`src/rtl/seq_divider.sv`:
```
// Iterative radix-2 restoring divider: signed or unsigned WIDTH-bit quotient and
// remainder, one quotient bit per cycle, with divide-by-zero flagging.
module seq_divider #(
  parameter int WIDTH = 32
) (
  input  logic             i_clk,
  input  logic             i_rst_n,
  input  logic             i_start,
  input  logic             i_signed_op,
  input  logic [WIDTH-1:0] i_dividend,
  input  logic [WIDTH-1:0] i_divisor,
  output logic             o_busy,
  output logic             o_done,
  output logic [WIDTH-1:0] o_quotient,
  output logic [WIDTH-1:0] o_remainder,
  output logic             o_div_by_zero
);

  localparam int CW = $clog2(WIDTH + 1);

  typedef enum logic [1:0] {
    S_IDLE,
    S_CALC,
    S_FINISH
  } state_t;

  state_t           r_state;
  logic [CW-1:0]    r_count;
  logic [WIDTH-1:0] r_rem;
  logic [WIDTH-1:0] r_quo;
  logic [WIDTH-1:0] r_div;
  logic             r_sign_q;
  logic             r_sign_r;
  logic             r_dbz_pending;
  logic             r_busy;
  logic             r_done;
  logic [WIDTH-1:0] r_quotient;
  logic [WIDTH-1:0] r_remainder;
  logic             r_div_by_zero;

  logic             w_dividend_neg;
  logic             w_divisor_neg;
  logic [WIDTH-1:0] w_abs_dividend;
  logic [WIDTH-1:0] w_abs_divisor;
  logic [WIDTH:0]   w_shift;
  logic [WIDTH:0]   w_trial;

  assign w_dividend_neg = i_signed_op & i_dividend[WIDTH-1];
  assign w_divisor_neg  = i_signed_op & i_divisor[WIDTH-1];

  // Magnitudes are treated as unsigned, so -2^(WIDTH-1) negates to 2^(WIDTH-1) exactly.
  assign w_abs_dividend = w_dividend_neg ? -i_dividend : i_dividend;
  assign w_abs_divisor  = w_divisor_neg  ? -i_divisor  : i_divisor;

  // The remainder is always below the divisor, so WIDTH+1 bits hold the shifted value
  // and the MSB of the trial difference is a reliable borrow.
  assign w_shift = {r_rem, r_quo[WIDTH-1]};
  assign w_trial = w_shift - {1'b0, r_div};

  // NOTE: datapath registers are reset too, so an aborted divide leaves no stale state.
  always_ff @(posedge i_clk or negedge i_rst_n) begin
    if (!i_rst_n) begin
      r_state       <= S_IDLE;
      r_count       <= '0;
      r_rem         <= '0;
      r_quo         <= '0;
      r_div         <= '0;
      r_sign_q      <= 1'b0;
      r_sign_r      <= 1'b0;
      r_dbz_pending <= 1'b0;
      r_busy        <= 1'b0;
      r_done        <= 1'b0;
      r_quotient    <= '0;
      r_remainder   <= '0;
      r_div_by_zero <= 1'b0;
    end else begin
      r_done <= 1'b0;
      case (r_state)
        S_IDLE: begin
          if (i_start) begin
            r_busy        <= 1'b1;
            r_div_by_zero <= 1'b0;
            if (i_divisor == '0) begin
              r_quo         <= '1;
              r_rem         <= i_dividend;
              r_sign_q      <= 1'b0;
              r_sign_r      <= 1'b0;
              r_dbz_pending <= 1'b1;
              r_state       <= S_FINISH;
            end else begin
              r_quo         <= w_abs_dividend;
              r_div         <= w_abs_divisor;
              r_rem         <= '0;
              r_sign_q      <= w_dividend_neg ^ w_divisor_neg;
              r_sign_r      <= w_dividend_neg;
              r_dbz_pending <= 1'b0;
              r_count       <= CW'(WIDTH);
              r_state       <= S_CALC;
            end
          end
        end
        S_CALC: begin
          if (!w_trial[WIDTH]) begin
            r_rem <= w_trial[WIDTH-1:0];
            r_quo <= {r_quo[WIDTH-2:0], 1'b1};
          end else begin
            r_rem <= w_shift[WIDTH-1:0];
            r_quo <= {r_quo[WIDTH-2:0], 1'b0};
          end
          r_count <= r_count - CW'(1);
          if (r_count == CW'(1)) r_state <= S_FINISH;
        end
        S_FINISH: begin
          r_quotient    <= r_sign_q ? -r_quo : r_quo;
          r_remainder   <= r_sign_r ? -r_rem : r_rem;
          r_div_by_zero <= r_dbz_pending;
          r_done        <= 1'b1;
          r_busy        <= 1'b0;
          r_state       <= S_IDLE;
        end
        default: r_state <= S_IDLE;
      endcase
    end
  end

  assign o_busy        = r_busy;
  assign o_done        = r_done;
  assign o_quotient    = r_quotient;
  assign o_remainder   = r_remainder;
  assign o_div_by_zero = r_div_by_zero;

endmodule
```
`config.mk`:
```
export PLATFORM = sky130hd
export DESIGN_NAME = seq_divider
export DESIGN_NICKNAME = d
export VERILOG_FILES = /design/src/rtl/seq_divider.sv
export SDC_FILE = /design/constraint.sdc
export NUM_CORES = 1
export LEC_CHECK = 0
export ABC_CLOCK_PERIOD_IN_PS = 5300
export CAP_MARGIN = 10
export CORE_ASPECT_RATIO = 2
export CORE_MARGIN = 5
export CORE_UTILIZATION = 35
export CTS_CLUSTER_SIZE = 12
export DETAILED_ROUTE_END_ITERATION = 12
export PLACE_DENSITY = 0.59
export SLEW_MARGIN = 20
export SYNTH_ARGS = -nofsm -noshare
export SYNTH_HDL_FRONTEND = slang
export SYNTH_SLANG_ARGS = --single-unit
```
`constraint.sdc`:
```
create_clock -name i_clk -period 5.3 [get_ports i_clk]
set_clock_uncertainty 0.05 [all_clocks]
set_input_delay 0.53 -clock i_clk [delete_from_list [all_inputs] [get_ports i_clk]]
set_output_delay 0.53 -clock i_clk [all_outputs]
set_load 0.01 [all_outputs]
```
==> metrics.md <==
| Metric | Value |
|---|---|
| WP data required | 5.57 ns |
| Clock Latency Late Sink | 0.45 ns |
| Syn. warnings | 0 |
| WS Path Type | reg -> reg |
| CTS tree | yes |
| Synth Area in Simple Gates | 16.62% |
| Core Area | 32350 um2 |
| Sequential cell area fraction in the yosys report | 38.00% |
| Crit start category | flip-flop |
| Relative slew slack | 30.88% |
| TritonRoute pass-1 iters | 5 |
| Largest cells by area after synthesis | dfrtp_1 38%, xor2_1 6.5%, o21ai_0 6.4%, nand2_1 5.8%, a21oi_1 5.2% |
| Initial core utilization | 35.43% |
| DP HPWL | 28.08 mm |
| FFs w/ async S/R, synth | 100.0% |
| All-Layer GR Usage | 20.09% |
| Cells after Synth | 1365 |
| Vias in the first global route | 10430 |
| Grt met1 use | 21.35% |
| Die Wd | 138.0 um |
| Grt ovf | 0 |
| Synth top cells by count | 178 x nand2_1, 174 x dfrtp_1, 147 x o21ai_0 |
| Worst R2R Path Depth | 14 |
| CTS H-tree lvls | 4 |
| Worst min path class | in -> async |
| Root buffer cell | clkbuf_16 |
| Max frequency | 248.0 MHz |
| Final setup vio count | 0 |
| Clock slew at reported path FFs | 0.07 ns |
| Most instantiated library cell after synthesis | nand2_1 |
| Placed insts | 1865 |
| Static leakage | 5.880 nW |
| Final std cells w/o fill | 1898 |
| Final worst hold slack | 0.1356 ns |
| Max-cap viol count | 0 |
| Final hold violations | 0 |
| Post-Syn Area per Cell | 8.395 um2 |
| Diode count | 0 |
| Crit Reg-Reg Endpoint | r_rem[6] |
| CP Max Fanout | 41 |
| Drt total wl | 36.31 mm |
| Combinational family with the most area after synthesis | compound AO/OA/AOI/OAI gates |
| Layout cells sized above 1 | 5.303% |
| Worst reg2reg startpoint | r_quo[31] |
| Postcts setup bufs | 0 |
| Post-DRT Antenna Nets | 0 |
| IO buf count | 134 |
| Die area | 36680 um2 |
| Post-synthesis register bit count | 174 |
| Cell taking the most area after synthesis | dfrtp_1 |
| Cts hold-fix bufs | 0 |
| Max Slew Vio Count | 0 |
| Worst endpoint data arrival time | 4.30 ns |
| Row count | 93 |
| Run status | finished clean |
| Synth Net Count | 1472 |
| First-pass GRT wire length | 57.30 mm |
| Compound-Gate Fraction of Synth Area | 23.73% |
| Post-cts sizing count | 0 |
| Cell variety after synth | 68 |
| DR vias/cell | 5.454 |
| Nets | 1565 |
| Setup_tns | 0 ns |
| Die H | 265.9 um |
| Synth Cell Area | 11460 um2 |
| Setup repair after global routing missed its margin | false |
| Final setup margin | 1.267 ns |
| Dominant synthesized flop cell | dfrtp_1 |
| Crit. End Element | flip-flop |
| Vias | 10350 |
| WL/cell | 19.13 um |
| Num CTS Buffers | 17 |
| Pwr dens | 686.2 nW/um2 |
| Number of synthesized flops with an enable pin | 0 |
| Maximum buffer depth of the clock tree | 2 |
| DRC errors left | 0 |
| Mux share of post-synthesis cell area | 1.529% |
| Max VDD drop | 0.3396 mV |
| Met3 Resource Use GR | 3.042% |
| Synth-to-Final Area Change | 21.17% |
| 1st-iter DRT viols | 682 |
| Crit path time final | 4.033 ns |
| Sink Count | 174 |
| Initial antenna violation count | 0 |
| Ports | 135 |
| Post-Synth XOR/XNOR Area | 11.45% |
| Design Power | 9.529 mW |
| Top cell type's share of synthesized area | 38.00% |
| Largest net degree at the start of global routing | 120 |
| Worst Max-Slew Pin Slew | 1.037 ns |
| Final worst path period share | 76.09% |
| Met2 Use GR | 36.77% |
| Flop-to-flop setup slack | 1.27 ns |
| Dpl ws | 1.213 ns |
| Placer Congestion | 0.9169 |
| Adder-Cell Fraction of Synth Area | 4.324% |
| Grt peak-use layer | met2 |
[layout make-up]
cell class | count | area [um2]
flip-flops and latches | 174 | 4355
clock inverters | 11 | 156.4
clock buffers | 21 | 460.4
well taps | 427 | 534.3
repair buffers | 151 | 1508
fillers | 3339 | 18460
multi-input cells | 1059 | 6665
inverters | 55 | 206.4
[routing by layer]
| layer | part of all wire, % | wire [um] | up-vias |
|---|---|---|---|
| met2 | 53 | 19350 | 293 |
| met3 | 4.1 | 1501 | 90 |
| met5 | 0 | 0 | - |
| met4 | 6.3 | 2273 | 0 |
| li1 | - | - | 5019 |
| met1 | 36 | 13190 | 4949 |
[cells by family after synthesis]
family | count (synthesis)
buffers and inverters | 132
flip-flops | 174
AND/OR/NAND/NOR | 409
multiplexers | 17
adder cells (fa/ha/maj) | 39
XOR/XNOR | 149
AO/OA/AOI/OAI | 445
[through the flow]
stage / cell area [um2] / utilization [%]
4_1_cts: 13850 / 42.82
6_report: 13890 / 42.93
3_5_place_dp: 13240 / 40.91
5_1_grt: 13890 / 42.93
3_3_place_gp: 13240 / 40.91
2_1_floorplan: 11460 / -
[report_power, final]
group / internal (mW) / switching, mW
clock: 0.774 / 0.569
combinational: 2.51 / 2.98
sequential: 1.98 / 0.717
total: 5.26 / 4.27
[layout by cell type (no fill, tap or decap), drive strengths merged, types with 14 or more instances in the layout]
master / synthesis / routed
a21o: 37 / 37
a21oi: 119 / 119
a221oi: 24 / 24
a31oi: 16 / 16
buf: 6 / 18
clkbuf: 71 / 21
clkdlybuf4s50: 0 / 133
dfrtp: 174 / 174
ha: 38 / 38
inv: 55 / 58
nand2: 178 / 178
nand2b: 14 / 14
nand3: 15 / 15
nor2: 93 / 93
nor3: 27 / 27
nor4: 14 / 14
o21ai: 155 / 155
o31ai: 27 / 27
or4: 16 / 16
xnor2: 64 / 64
xor2: 85 / 85
[critical path, stage by stage (launching register included)]
cell	delay, ns
dfrtp_1	0.36
inv_1	0.08
ha_1	0.24
fa_1	0.40
nand2b_1	0.18
a21oi_1	0.18
o21ai_1	0.18
o211ai_1	0.45
a41oi_1	0.25
o21ai_0	0.49
xnor2_4	0.29
buf_12	0.26
mux2_2	0.35
nand2_1	0.06
a21oi_1	0.06
[flip-flops by register name (all words and copies together), names as in the netlist]
| register | cells |
|---|---|
| o_busy | 1 |
| o_div_by_zero | 1 |
| o_done | 1 |
| o_quotient | 32 |
| o_remainder | 32 |
| r_count | 6 |
| r_dbz_pending | 1 |
| r_div | 32 |
| r_quo | 32 |
| r_rem | 32 |
| r_sign_q | 1 |
| r_sign_r | 1 |
| r_state | 2 |
[how the worst max path moves through the flow]
stage	from	to	cells after the start
2_1_floorplan	r_quo[31]	r_rem[29]	13
3_3_place_gp	r_rem[4]	r_rem[6]	12
3_5_place_dp	r_rem[4]	r_rem[6]	12
4_1_cts	r_rem[4]	r_rem[6]	12
5_1_grt	r_rem[4]	r_rem[6]	12
6_report	r_quo[31]	r_rem[6]	14
No activity file was read; power rests on OpenSTA's default activity.
